File: config.mk
export PLATFORM = sky130hd
export DESIGN_NAME = sequencer_rw_mgr_arbiter
export DESIGN_NICKNAME = d
export VERILOG_FILES = /design/src/rtl/sequencer_rw_mgr_arbiter.sv
export SDC_FILE = /design/constraint.sdc
export NUM_CORES = 1
export LEC_CHECK = 0
export ABC_AREA = 0
export BUFFER_PORTS_ARGS = -buffer_cell sky130_fd_sc_hd__buf_2
export CAP_MARGIN = 40
export CORE_MARGIN = 8
export CORE_UTILIZATION = 39
export CTS_CLUSTER_SIZE = 24
export DETAILED_ROUTE_END_ITERATION = 10
export PLACE_DENSITY = 0.83
export SETUP_SLACK_MARGIN = 0.02
export SYNTH_ARGS = -nofsm -noshare
export SYNTH_HDL_FRONTEND = slang
export SYNTH_SLANG_ARGS = --single-unit
export TNS_END_PERCENT = 5
File: constraint.sdc
create_clock -name avl_clk -period 2.3 [get_ports avl_clk]
set_input_delay 0.23 -clock avl_clk [delete_from_list [all_inputs] [get_ports avl_clk]]
set_output_delay 0.23 -clock avl_clk [all_outputs]
set_load 0.02 [all_outputs]
File: src/rtl/sequencer_rw_mgr_arbiter.sv
// Two-master Avalon-MM arbiter in front of the rw_mgr slave: whole-transaction
// round-robin grants, optional lock, and a stall watchdog that forces a termination.
module sequencer_rw_mgr_arbiter #(
   parameter int                        AVL_DATA_WIDTH    = 32,
   parameter int                        AVL_ADDRESS_WIDTH = 16,
   parameter int                        TIMEOUT_CYCLES    = 4096,
   parameter logic [AVL_DATA_WIDTH-1:0] ERR_DATA          = 32'hDEAD_BEEF
) (
   input  logic                         avl_clk,
   input  logic                         avl_reset,
   input  logic [AVL_ADDRESS_WIDTH-1:0] m0_address,
   input  logic                         m0_write,
   input  logic                         m0_read,
   input  logic [AVL_DATA_WIDTH-1:0]    m0_writedata,
   input  logic                         m0_lock,
   output logic [AVL_DATA_WIDTH-1:0]    m0_readdata,
   output logic                         m0_waitrequest,
   input  logic [AVL_ADDRESS_WIDTH-1:0] m1_address,
   input  logic                         m1_write,
   input  logic                         m1_read,
   input  logic [AVL_DATA_WIDTH-1:0]    m1_writedata,
   input  logic                         m1_lock,
   output logic [AVL_DATA_WIDTH-1:0]    m1_readdata,
   output logic                         m1_waitrequest,
   output logic [AVL_ADDRESS_WIDTH-1:0] s_address,
   output logic                         s_write,
   output logic                         s_read,
   output logic [AVL_DATA_WIDTH-1:0]    s_writedata,
   input  logic [AVL_DATA_WIDTH-1:0]    s_readdata,
   input  logic                         s_waitrequest,
   output logic [1:0]                   grant,
   output logic                         timeout_err,
   input  logic                         err_clear
);

   typedef enum logic [1:0] {
      IDLE   = 2'd0,
      ACTIVE = 2'd1,
      TERM   = 2'd2
   } state_t;

   localparam bit          WD_EN    = (TIMEOUT_CYCLES != 0);
   localparam logic [15:0] CNT_LAST = WD_EN ? 16'(TIMEOUT_CYCLES - 1) : 16'd0;

   state_t      state;
   logic        owner;
   logic        last_owner;
   logic [15:0] stall_cnt;

   logic req0, req1, own_req, own_lock, stalled, wd_fire;

   assign req0     = m0_read | m0_write;
   assign req1     = m1_read | m1_write;
   assign own_req  = owner ? req1 : req0;
   assign own_lock = owner ? m1_lock : m0_lock;
   assign stalled  = (state == ACTIVE) && own_req && s_waitrequest;
   assign wd_fire  = WD_EN && stalled && (stall_cnt == CNT_LAST);

   always_ff @(posedge avl_clk or posedge avl_reset) begin
      if (avl_reset) begin
         state       <= IDLE;
         owner       <= 1'b0;
         last_owner  <= 1'b1;
         stall_cnt   <= 16'd0;
         timeout_err <= 1'b0;
      end else begin
         // a new timeout beats a simultaneous clear
         if (wd_fire)
            timeout_err <= 1'b1;
         else if (err_clear)
            timeout_err <= 1'b0;

         case (state)
            IDLE: begin
               if (req0 | req1) begin
                  owner     <= (req0 & req1) ? ~last_owner : req1;
                  state     <= ACTIVE;
                  stall_cnt <= 16'd0;
               end
            end
            ACTIVE: begin
               if (own_req && !s_waitrequest) begin
                  last_owner <= owner;
                  stall_cnt  <= 16'd0;
                  if (!own_lock)
                     state <= IDLE;
               end else if (own_req) begin
                  if (wd_fire)
                     state <= TERM;
                  else if (WD_EN)
                     stall_cnt <= stall_cnt + 16'd1;
               end else if (!own_lock) begin
                  state <= IDLE;
               end
            end
            TERM: begin
               last_owner <= owner;
               state      <= IDLE;
            end
            default: state <= IDLE;
         endcase
      end
   end

   always_comb begin
      s_address      = '0;
      s_write        = 1'b0;
      s_read         = 1'b0;
      s_writedata    = '0;
      m0_waitrequest = req0;
      m1_waitrequest = req1;
      m0_readdata    = '0;
      m1_readdata    = '0;
      grant          = 2'b00;
      case (state)
         ACTIVE: begin
            grant       = owner ? 2'b10 : 2'b01;
            s_address   = owner ? m1_address : m0_address;
            s_write     = owner ? m1_write : m0_write;
            s_read      = owner ? m1_read : m0_read;
            s_writedata = owner ? m1_writedata : m0_writedata;
            if (owner) begin
               m1_waitrequest = s_waitrequest;
               m1_readdata    = s_readdata;
            end else begin
               m0_waitrequest = s_waitrequest;
               m0_readdata    = s_readdata;
            end
         end
         TERM: begin
            // release the owner with the error pattern; the slave sees nothing
            grant = owner ? 2'b10 : 2'b01;
            if (owner) begin
               m1_waitrequest = 1'b0;
               m1_readdata    = ERR_DATA;
            end else begin
               m0_waitrequest = 1'b0;
               m0_readdata    = ERR_DATA;
            end
         end
         default: ;
      endcase
   end

endmodule

==> impl_metrics.yaml <==
sta:
  period_needed_ns: 2.147
  final.setup.tns_ns: 0
  max_freq_ghz: 0.4657
  fin_skew_ns: 0.004547
  worstMarginPinSlew_ns: 0.8309
  rsz0062_at_grt: "false"
  setup_ws_ns: 0.1528
  fin_crit_sh_pct: 93.36
  holdWs_ns: 0.1175
  hold_violations: 0
  drv_slew: 0
  finalSetupViolCount: 0
  slew_headroom_pct: 44.55
logic_synthesis:
  yosys.cell_count.top_type: "nor2b_1"
  synthesis.nets: 515
  yosysSeqAreaShare_pct: 18.19
  yosysTopAreaCell: "mux2i_1"
  avgSynthCellArea_um2: 7.765
  synth_top_area_share_pct: 18.32
  async_reset_ff_share_pct: 100.0
  yosysUniqueCellTypes: 48
  synth_seq_cells: 21
  synthCells: 373
  yosysWarnings: 0
  synth_commonest_cells: "54 x nor2b_1, 53 x mux2i_1, 35 x o21a_1"
  synth-edff-count: 0
  synth_area_leaders: "mux2i_1 18%, dfrtp_1 17%, nor2b_1 12%"
  synth-main-ff-cell: "dfrtp_1"
  syn_area_um2: 2897
global_route:
  grt_pass1_wl_mm: 19.10
  grt_max_degree: 62
  grt_usage_pct: 22.85
  grt_overflow_total: 0
  antenna_found_initial: 1
  grt_pass1_vias: 3556
critical_path:
  crit_buf_inv: 3
  critPathMaxStageDelay_ns: 0.41
  path_class: "flip-flop to primary output"
  path_max_fanout: 11
  end_kind: "primary output"
  r2r_slack_ns: 0.21
  crit_chain: "inv_1 -> ha_4 -> and2_1 -> nor2b_2 -> buf_4 -> o21a_1 -> buf_2"
  critPathTopFamily: "buffers and inverters"
  required_ns: 2.07
  start_kind: "flip-flop"
  cp.arrival_ns: 1.92
  cp_slowest_cell: "dfrtp_2"
  r2r_end: "stall_cnt[11]$_DFFE_PP0P_"
  r2r-start: "state[1]$_DFFE_PP0P_"
  worstRegToRegCells: 7
place:
  dp.cells: 704
  dpl.hpwl_mm: 10.93
  dpl_worst_slack_ns: 0.2172
  place_area_um2: 4222
  io_buffers: 256
  gp_congestion: 1.008
layout:
  area_growth_pct: 50.37
  layout.nets: 754
  instances_no_fill: 711
  multi_input_area_um2: 2215
  layout-drive-gt1-share_pct: 47.63
  seq_area_um2: 531.8
  n_fill_cell: 651
  utilization_pct: 60.37
  design_area_um2: 4355
clock_network:
  htree_levels: 1
  clk_pin_slew_ns: 0.08
  clkLatencyLatePin_ns: 0.27
  cts_setup_buffers: 0
  hold_buffers: 0
  cts-root-buf: "clkbuf_8"
  cts_buffers: 3
  cts_buffer_depth: 2
  cts_tree: "done"
  clock_sinks: 21
pwr:
  total_power_mw: 4.515
  internal-power_mw: 2.019
  seq_power_share_pct: 11.6
  ir_drop_mv: 0.4385
  clkPwrFrac_pct: 5.6
  power_density_nw_per_um2: 1037
  p_leak_nw: 2.527
  p_switching_mw: 2.496
  combPwrFrac_pct: 82.9
  sw_frac_of_total_pct: 55.29
route:
  vias_per_cell: 5.235
  first_pass_iters: 4
  drt-initial-drc-count: 173
  drcViolationCount: 0
  ant_nets: 0
  drt-total-wl_mm: 13.50
  routedWlPerCell_um: 18.98
  vias: 3722
run_status:
  status: "finished clean"
floorplan:
  rows: 31
  start_util_pct: 40.15
  die_h_um: 102.2
  dieArea_um2: 10440
  die_x_um: 102.2
  core_um2: 7214
  pin_count: 257
flow_run:
  cap_violations: 0
min_path:
  hp-class: "input pin to asynchronous set/reset pin"
[state kept, by name, indices dropped and copies added, names as in the netlist]
name         cells
last_owner       1
owner            1
stall_cnt       16
state            2
timeout_err      1
[cell usage in the layout, fill, tap and decap left out, drive strengths merged, types with 8 or more instances in the layout]
cell type  count
buf          266
nand3         14
dfrtp         20
and3          11
nand2         21
nor2          19
mux2i         53
nor2b         54
a21oi         20
and2          12
nor3           8
o21ai         17
o21a          35
[worst max path at each step]
stage,startpoint,to,slack (ns),depth (start not counted)
CTS,state[1]$_DFFE_PP0P_,m1_readdata[23],0.03,8
floorplan,state[0]$_DFFE_PP0P_,m1_readdata[10],0.26,7
global placement,state[1]$_DFFE_PP0P_,m0_readdata[31],0.25,8
detailed placement,state[1]$_DFFE_PP0P_,stall_cnt[4]$_DFFE_PP0P_,0.22,7
finish,state[0]$_DFFE_PP0P_,m1_readdata[15],0.15,7
global route,state[0]$_DFFE_PP0P_,m1_waitrequest,0.02,7
[logic make-up (layout without fill, tap and decap cells)]
group | count (synthesis) | after routing | synth area share [%]
AOI/OAI and AO/OA | 101 | 101 | 23.59
buffers and inverters | 40 | 278 | 6.566
DFF | 21 | 21 | 18.19
adders and majority gates | 4 | 4 | 1.728
and+or+nand+nor | 152 | 152 | 30.84
other | 0 | 1 | 0
muxes | 55 | 55 | 19.09
[final cells by class]
cell class                 instances  share of cell area, %
antenna                            1                0.05745
clock inverter                     1                 0.1149
timing repair buffer             267                  32.38
clock buffer                       3                 0.9480
tap                               99                  2.844
inverter                           7                 0.6033
sequential                        21                  12.21
multi-input combinational        312                  50.85
[power groups by stage]
stage / Clock (mW) / Combinational [mW] / Sequential, mW
3_3_place_gp: 0 / 3.51 / 0.517
5_1_grt: 0.276 / 4.00 / 0.535
2_1_floorplan: 0 / 2.54 / 0.460
4_1_cts: 0.252 / 3.59 / 0.514
6_report: 0.251 / 3.74 / 0.522
3_5_place_dp: 0 / 3.57 / 0.521
[timing repair]
item | 4_1_cts | 5_1_grt
setup endpoints to repair | 61 | 64
gates cloned | 0 | 2
resized for setup | 2 | 15
[routing by layer]
layer / track usage [%] / wire length (µm) / vias up
li1: - / - / 1823
met1: 26.08 / 5001 / 1702
met2: 39.53 / 6863 / 155
met3: 4.905 / 1076 / 42
met4: 10.95 / 553 / 0
met5: 0 / 0 / -
Power figures use the tool's default switching activity.
